### config.mk
export PLATFORM = sky130hd
export DESIGN_NAME = uart_alu_host_if_flat
export DESIGN_NICKNAME = d
export VERILOG_FILES = /design/src/rtl/uart_alu_host_if_pkg.sv /design/src/rtl/uart_alu_host_if_if.sv /design/src/rtl/uart_if_timeout.sv /design/src/rtl/uart_alu_host_if.sv /design/src/flat_wrapper.sv
export SDC_FILE = /design/constraint.sdc
export NUM_CORES = 1
export LEC_CHECK = 0
export ABC_AREA = 1
export BUFFER_PORTS_ARGS = -buffer_cell sky130_fd_sc_hd__buf_2
export CORE_UTILIZATION = 35
export CTS_CLUSTER_DIAMETER = 30
export DETAILED_ROUTE_END_ITERATION = 8
export GPL_TIMING_DRIVEN = 0
export PLACE_DENSITY = 0.59
export SYNTH_ARGS = -nofsm -noshare
export SYNTH_HDL_FRONTEND = slang
export SYNTH_SLANG_ARGS = --single-unit
### constraint.sdc
create_clock -name i_clk -period 1.5 [get_ports i_clk]
set_input_delay 0.3 -clock i_clk [delete_from_list [all_inputs] [get_ports i_clk]]
set_output_delay 0.3 -clock i_clk [all_outputs]
set_load 0.02 [all_outputs]
### src/rtl/uart_alu_host_if_pkg.sv
// rtl/uart_alu_host_if_pkg.sv - shared state encoding and default widths for the UART ALU host sequencer
package uart_alu_host_if_pkg;

  localparam int DBIT_DEF  = 8;
  localparam int NB_OP_DEF = 6;

  typedef enum logic [2:0] {
    S_A    = 3'd0,
    S_B    = 3'd1,
    S_OP   = 3'd2,
    S_EXEC = 3'd3,
    S_SEND = 3'd4
  } state_t;

  // States in which the sequencer pops the RX FIFO
  function automatic logic is_rx_state(input state_t s);
    return (s == S_A) || (s == S_B) || (s == S_OP);
  endfunction

endpackage

### src/rtl/uart_alu_host_if_if.sv
// rtl/uart_alu_host_if_if.sv - RX/TX FIFO handshake bundle between the sequencer (master) and UART FIFOs (slave)
interface uart_alu_host_if_if
  import uart_alu_host_if_pkg::*;
#(
  parameter int DBIT = DBIT_DEF
) ();

  logic            rx_empty;
  logic [DBIT-1:0] r_data;
  logic            rd_uart;
  logic            tx_full;
  logic            wr_uart;
  logic [DBIT-1:0] w_data;

  modport master (
    input  rx_empty,
    input  r_data,
    input  tx_full,
    output rd_uart,
    output wr_uart,
    output w_data
  );

  modport slave (
    output rx_empty,
    output r_data,
    output tx_full,
    input  rd_uart,
    input  wr_uart,
    input  w_data
  );

endinterface

### src/rtl/uart_if_timeout.sv
// rtl/uart_if_timeout.sv - inter-byte idle counter; expire is a combinational strobe on the last allowed idle cycle
module uart_if_timeout #(
  parameter int TIMEOUT_CYCLES = 1000000,
  parameter int TIMEOUT_BITS   = 20
) (
  input  logic clk,
  input  logic rst,
  input  logic clr,
  input  logic en,
  output logic expire
);

  localparam logic [TIMEOUT_BITS-1:0] LAST =
    (TIMEOUT_CYCLES > 0) ? TIMEOUT_BITS'(TIMEOUT_CYCLES - 1) : '0;

  logic [TIMEOUT_BITS-1:0] cnt;

  // A zero cycle budget disables expiry entirely
  assign expire = (TIMEOUT_CYCLES != 0) && en && (cnt == LAST);

  always_ff @(posedge clk or posedge rst) begin
    if (rst) begin
      cnt <= '0;
    end else if (clr || expire) begin
      cnt <= '0;
    end else if (en) begin
      cnt <= cnt + TIMEOUT_BITS'(1);
    end
  end

endmodule

### src/rtl/uart_alu_host_if.sv
// rtl/uart_alu_host_if.sv - collects A/B/opcode frames from the RX FIFO, runs the ALU and returns one result byte
module uart_alu_host_if
  import uart_alu_host_if_pkg::*;
#(
  parameter int DBIT           = DBIT_DEF,
  parameter int NB_OP          = NB_OP_DEF,
  parameter int TIMEOUT_CYCLES = 1000000,
  parameter int TIMEOUT_BITS   = 20
) (
  input  logic              i_clk,
  input  logic              reset,
  uart_alu_host_if_if.master fifo,
  output logic [DBIT-1:0]   o_alu_a,
  output logic [DBIT-1:0]   o_alu_b,
  output logic [NB_OP-1:0]  o_alu_op,
  input  logic [DBIT-1:0]   i_alu_result,
  output logic              o_busy,
  output logic              o_timeout
);

  state_t          state;
  state_t          state_nx;
  logic            rd;
  logic            wr;
  logic            tmo_en;
  logic            tmo_clr;
  logic            tmo_expire;
  logic [DBIT-1:0] result;

  assign tmo_en = ((state == S_B) || (state == S_OP)) && fifo.rx_empty;

  uart_if_timeout #(
    .TIMEOUT_CYCLES(TIMEOUT_CYCLES),
    .TIMEOUT_BITS  (TIMEOUT_BITS)
  ) u_timeout (
    .clk   (i_clk),
    .rst   (reset),
    .clr   (tmo_clr),
    .en    (tmo_en),
    .expire(tmo_expire)
  );

  always_ff @(posedge i_clk or posedge reset) begin
    if (reset) begin
      state <= S_A;
    end else begin
      state <= state_nx;
    end
  end

  always_comb begin
    state_nx = state;
    rd       = 1'b0;
    wr       = 1'b0;
    tmo_clr  = 1'b0;
    case (state)
      S_A: begin
        tmo_clr = 1'b1;
        rd      = !fifo.rx_empty;
        if (rd) state_nx = S_B;
      end
      S_B, S_OP: begin
        // An arriving byte takes priority over an expiring counter
        if (!fifo.rx_empty) begin
          rd       = 1'b1;
          tmo_clr  = 1'b1;
          state_nx = (state == S_B) ? S_OP : S_EXEC;
        end else if (tmo_expire) begin
          state_nx = S_A;
        end
      end
      S_EXEC: begin
        tmo_clr  = 1'b1;
        state_nx = S_SEND;
      end
      S_SEND: begin
        tmo_clr = 1'b1;
        wr      = !fifo.tx_full;
        if (wr) state_nx = S_A;
      end
      default: state_nx = S_A;
    endcase
  end

  // Strobes are masked while reset is held so the FIFOs are left untouched
  assign fifo.rd_uart = rd && !reset && is_rx_state(state);
  assign fifo.wr_uart = wr && !reset;
  assign fifo.w_data  = result;
  assign o_busy       = (state != S_A);
  assign o_timeout    = tmo_expire && !reset;

  always_ff @(posedge i_clk or posedge reset) begin
    if (reset) begin
      o_alu_a  <= '0;
      o_alu_b  <= '0;
      o_alu_op <= '0;
      result   <= '0;
    end else begin
      if (rd) begin
        case (state)
          S_A:     o_alu_a  <= fifo.r_data;
          S_B:     o_alu_b  <= fifo.r_data;
          S_OP:    o_alu_op <= fifo.r_data[NB_OP-1:0];
          default: ;
        endcase
      end
      if (state == S_EXEC) begin
        result <= i_alu_result;
      end
    end
  end

endmodule

### src/flat_wrapper.sv
// flat-port wrapper written by rule: the top's interface ports become plain ports
module uart_alu_host_if_flat import uart_alu_host_if_pkg::*;
#(
  parameter int DBIT           = DBIT_DEF,
  parameter int NB_OP          = NB_OP_DEF,
  parameter int TIMEOUT_CYCLES = 1000000,
  parameter int TIMEOUT_BITS   = 20
)
  (i_clk, reset, o_alu_a, o_alu_b, o_alu_op, i_alu_result, o_busy, o_timeout, fifo_rx_empty, fifo_r_data, fifo_tx_full, fifo_rd_uart, fifo_wr_uart, fifo_w_data);
  uart_alu_host_if_if #(.DBIT(DBIT)) fifo_i ();
  input  logic i_clk;
  input  logic reset;
  output logic [DBIT-1:0] o_alu_a;
  output logic [DBIT-1:0] o_alu_b;
  output logic [NB_OP-1:0] o_alu_op;
  input  logic [DBIT-1:0] i_alu_result;
  output logic o_busy;
  output logic o_timeout;
  input wire logic [$bits(fifo_i.rx_empty)-1:0] fifo_rx_empty;
  input wire logic [$bits(fifo_i.r_data)-1:0] fifo_r_data;
  input wire logic [$bits(fifo_i.tx_full)-1:0] fifo_tx_full;
  output wire logic [$bits(fifo_i.rd_uart)-1:0] fifo_rd_uart;
  output wire logic [$bits(fifo_i.wr_uart)-1:0] fifo_wr_uart;
  output wire logic [$bits(fifo_i.w_data)-1:0] fifo_w_data;
  assign fifo_i.rx_empty = fifo_rx_empty;
  assign fifo_i.r_data = fifo_r_data;
  assign fifo_i.tx_full = fifo_tx_full;
  assign fifo_rd_uart = fifo_i.rd_uart;
  assign fifo_wr_uart = fifo_i.wr_uart;
  assign fifo_w_data = fifo_i.w_data;
  uart_alu_host_if #(.DBIT(DBIT), .NB_OP(NB_OP), .TIMEOUT_CYCLES(TIMEOUT_CYCLES), .TIMEOUT_BITS(TIMEOUT_BITS)) u_core (.i_clk(i_clk), .reset(reset), .fifo(fifo_i), .o_alu_a(o_alu_a), .o_alu_b(o_alu_b), .o_alu_op(o_alu_op), .i_alu_result(i_alu_result), .o_busy(o_busy), .o_timeout(o_timeout));
endmodule
==> impl_metrics.env <==
export IMPL_status="finished with violations"
export IMPL_violations="negative setup slack"
export IMPL_clock_path_buffers=2
export IMPL_p_per_area_nw_per_um2=1750
export IMPL_vias_per_cell=4.65
export IMPL_insertion_delay_ns=0.32
export IMPL_die_height_um=88.2
export IMPL_final_cell_mix="nand2_1, buf_2, dfrtp_1, inv_1, nor2_1"
export IMPL_core_area_um2=7210
export IMPL_dp_hpwl_mm=4.12
export IMPL_synthCells=329
export IMPL_path_max_fanout=3
export IMPL_utilization=0.493
export IMPL_initial_utilization=0.361
export IMPL_start_kind="register"
export IMPL_setup_viol=21
export IMPL_cp_data_required_time_ns=1.20
export IMPL_dr_pass1_iters=4
export IMPL_finalHoldViolations=0
export IMPL_finalPower_mw=6.20
export IMPL_grt_max_degree=54
export IMPL_synth_cell_type_count=25
export IMPL_dpl_instance_area_um2=3000
export IMPL_synth_largest_area_cell="dfrtp_1"
export IMPL_synth_net_count=350
export IMPL_die_area_um2=7780
export IMPL_syn_area_per_cell_um2=7.91
export IMPL_synth_top_area_frac=0.510
export IMPL_ys_warn_count=0
export IMPL_grt_antenna_before_repair=0
export IMPL_wl_per_cell_um=12.4
export IMPL_clock_skew_ns=0.0113
export IMPL_hp_class="primary input to register"
export IMPL_rsz0062_at_grt="true"
export IMPL_place_congestion=0.829
export IMPL_slew_headroom=0.236
export IMPL_drc=0
export IMPL_synthToLayoutAreaGrowth_pct=36.7
export IMPL_mostFrequentLayoutCell="nand2_1"
export IMPL_nFillCells=736
export IMPL_syn_area_um2=2600
export IMPL_track_usage=0.171
export IMPL_numCtsBuffers=5
export IMPL_root_buffer="clkbuf_8"
export IMPL_slew_violations=0
export IMPL_portBuffers=53
export IMPL_vias=2377
export IMPL_finalCritPeriodShare=1.24
export IMPL_synth_seq_cells=53
export IMPL_nets=432
export IMPL_setup_ws_ns=-0.354
export IMPL_first_global_vias=2281
export IMPL_end_kind="output port"
export IMPL_clock_sinks=53
export IMPL_drt_first_iter_violations=112
export IMPL_clock_fmax_mhz=540
export IMPL_cts_tree="done"
export IMPL_ios=54
export IMPL_antennaDiodeCount=0
export IMPL_path_class="register to output port"
export IMPL_h_tree_depth=2
export IMPL_place_worst_setup_slack_ns=-0.188
export IMPL_overflow=0
export IMPL_peakVddDrop_uv=1170
export IMPL_grt_pass1_wl_mm=10.3
export IMPL_wirelength_mm=6.32
export IMPL_rows=31
export IMPL_synthTopCellsByArea="dfrtp_1, nand2_1, o21ai_0"
export IMPL_die_w_um=88.2
export IMPL_leakage_nw=1.71
export IMPL_crit_arrival_ns=1.55
export IMPL_cts_hold_buf=0
export IMPL_worst_pin_slew_ns=1.14
export IMPL_ant_nets=0
export IMPL_max_cap_violations=0
export IMPL_fin_crit_ns=1.85
export IMPL_path_clk_slew_ns=0.10
export IMPL_fin_area_um2=3550
export IMPL_seq_area_frac_synth=0.510
export IMPL_drive_gt1_frac=0.371
cell type report:
cell class	count	area [µm²]	share of cell area
repair buffers	75	490	0.138
inverters	37	145	0.0408
plain buffers	4	41.3	0.0116
clock inverters	3	47.5	0.0134
multi-input cells	235	1310	0.367
flip-flops and latches	53	1330	0.375
well taps	99	124	0.0348
clock buffers	5	68.8	0.0194
registers in the layout (all words and copies together), names as in the netlist:
signal	cells
u_core.fifo.w_data	8
u_core.o_alu_a	8
u_core.o_alu_b	8
u_core.o_alu_op	6
u_core.state	3
u_core.u_timeout.cnt	20
Yosys cell counts:
library cell / number
dfrtp_1: 53
nand2_1: 115
xnor2_1: 5
nand3_2: 2
o21ai_0: 25
nor3_2: 1
inv_2: 4
nand3_1: 18
nor3_1: 2
buf_6: 1
nor3b_1: 1
inv_1: 33
nor4_1: 1
clkbuf_1: 2
nand2_2: 1
o21ai_4: 1
nor2_4: 1
nor2_1: 33
buf_2: 1
nand4_1: 8
buf_12: 1
o21bai_1: 1
nor2_2: 15
xor2_1: 3
ha_1: 1
what timing repair did:
item                       CTS  global route
cloned                       1             1
pin swaps                    5             9
resized for setup           43            38
setup buffers               16             5
setup endpoints to repair   38            45
per-layer routing:
| layer | routed length [µm] | up-vias | global-route usage |
|---|---|---|---|
| met5 | 0 | - | 0 |
| met2 | 3110 | 59 | 0.277 |
| met1 | 2800 | 1115 | 0.220 |
| met4 | 80 | 0 | 0.0557 |
| li1 | - | 1194 | - |
| met3 | 326 | 9 | 0.0494 |
kinds of logic after synthesis:
group / share of synthesized area
simple gates: 0.331
flops: 0.510
buf+inv: 0.0702
compound gates: 0.0572
xor+xnor: 0.0269
fa+ha+maj: 0.00481
where the power goes:
group	internal, mW	total, mW	switching, mW	leakage, nW
registers	1.87	2.14	0.274	0.684
clock network	0.510	1.03	0.524	0.0591
logic	1.17	3.03	1.86	0.969
through the flow:
| step | setup TNS, ns | hold slack [ns] | instances |
|---|---|---|---|
| 2_1_floorplan | 0 | 0.361 | 329 |
| 3_3_place_gp | -2.61 | 0.449 | 481 |
| 3_5_place_dp | -3.11 | 0.459 | 481 |
| 4_1_cts | -1.55 | 0.168 | 505 |
| 5_1_grt | -5.27 | 0.164 | 511 |
| 6_report | -2.08 | 0.176 | 511 |
worst max-delay path, stage by stage (launching register included):
cell     delay, ns
dfrtp_2       0.43
inv_1         0.06
nor2_2        0.09
nand2_1       0.09
nand2_2       0.09
nand2_2       0.08
inv_2         0.07
nand3_2       0.08
nor2_2        0.12
buf_6         0.12
worst paths after layout:
kind | startpoint | cells after the start | slack [ns] | end
max | u_core.state[1] | 9 | -0.35 | o_timeout
min | i_alu_result[0] | 3 | 0.18 | u_core.fifo.w_data[0]
max reg2reg | u_core.state[0] | 10 | -0.14 | u_core.u_timeout.cnt[4]
min reg2reg | u_core.fifo.w_data[3] | 2 | 0.48 | u_core.fifo.w_data[3]
max in group asynchronous | reset | 2 | 0.54 | u_core.u_timeout.cnt[13]
min in group asynchronous | reset | 2 | 0.29 | u_core.state[0]
No activity file was read; power rests on OpenSTA's default activity.
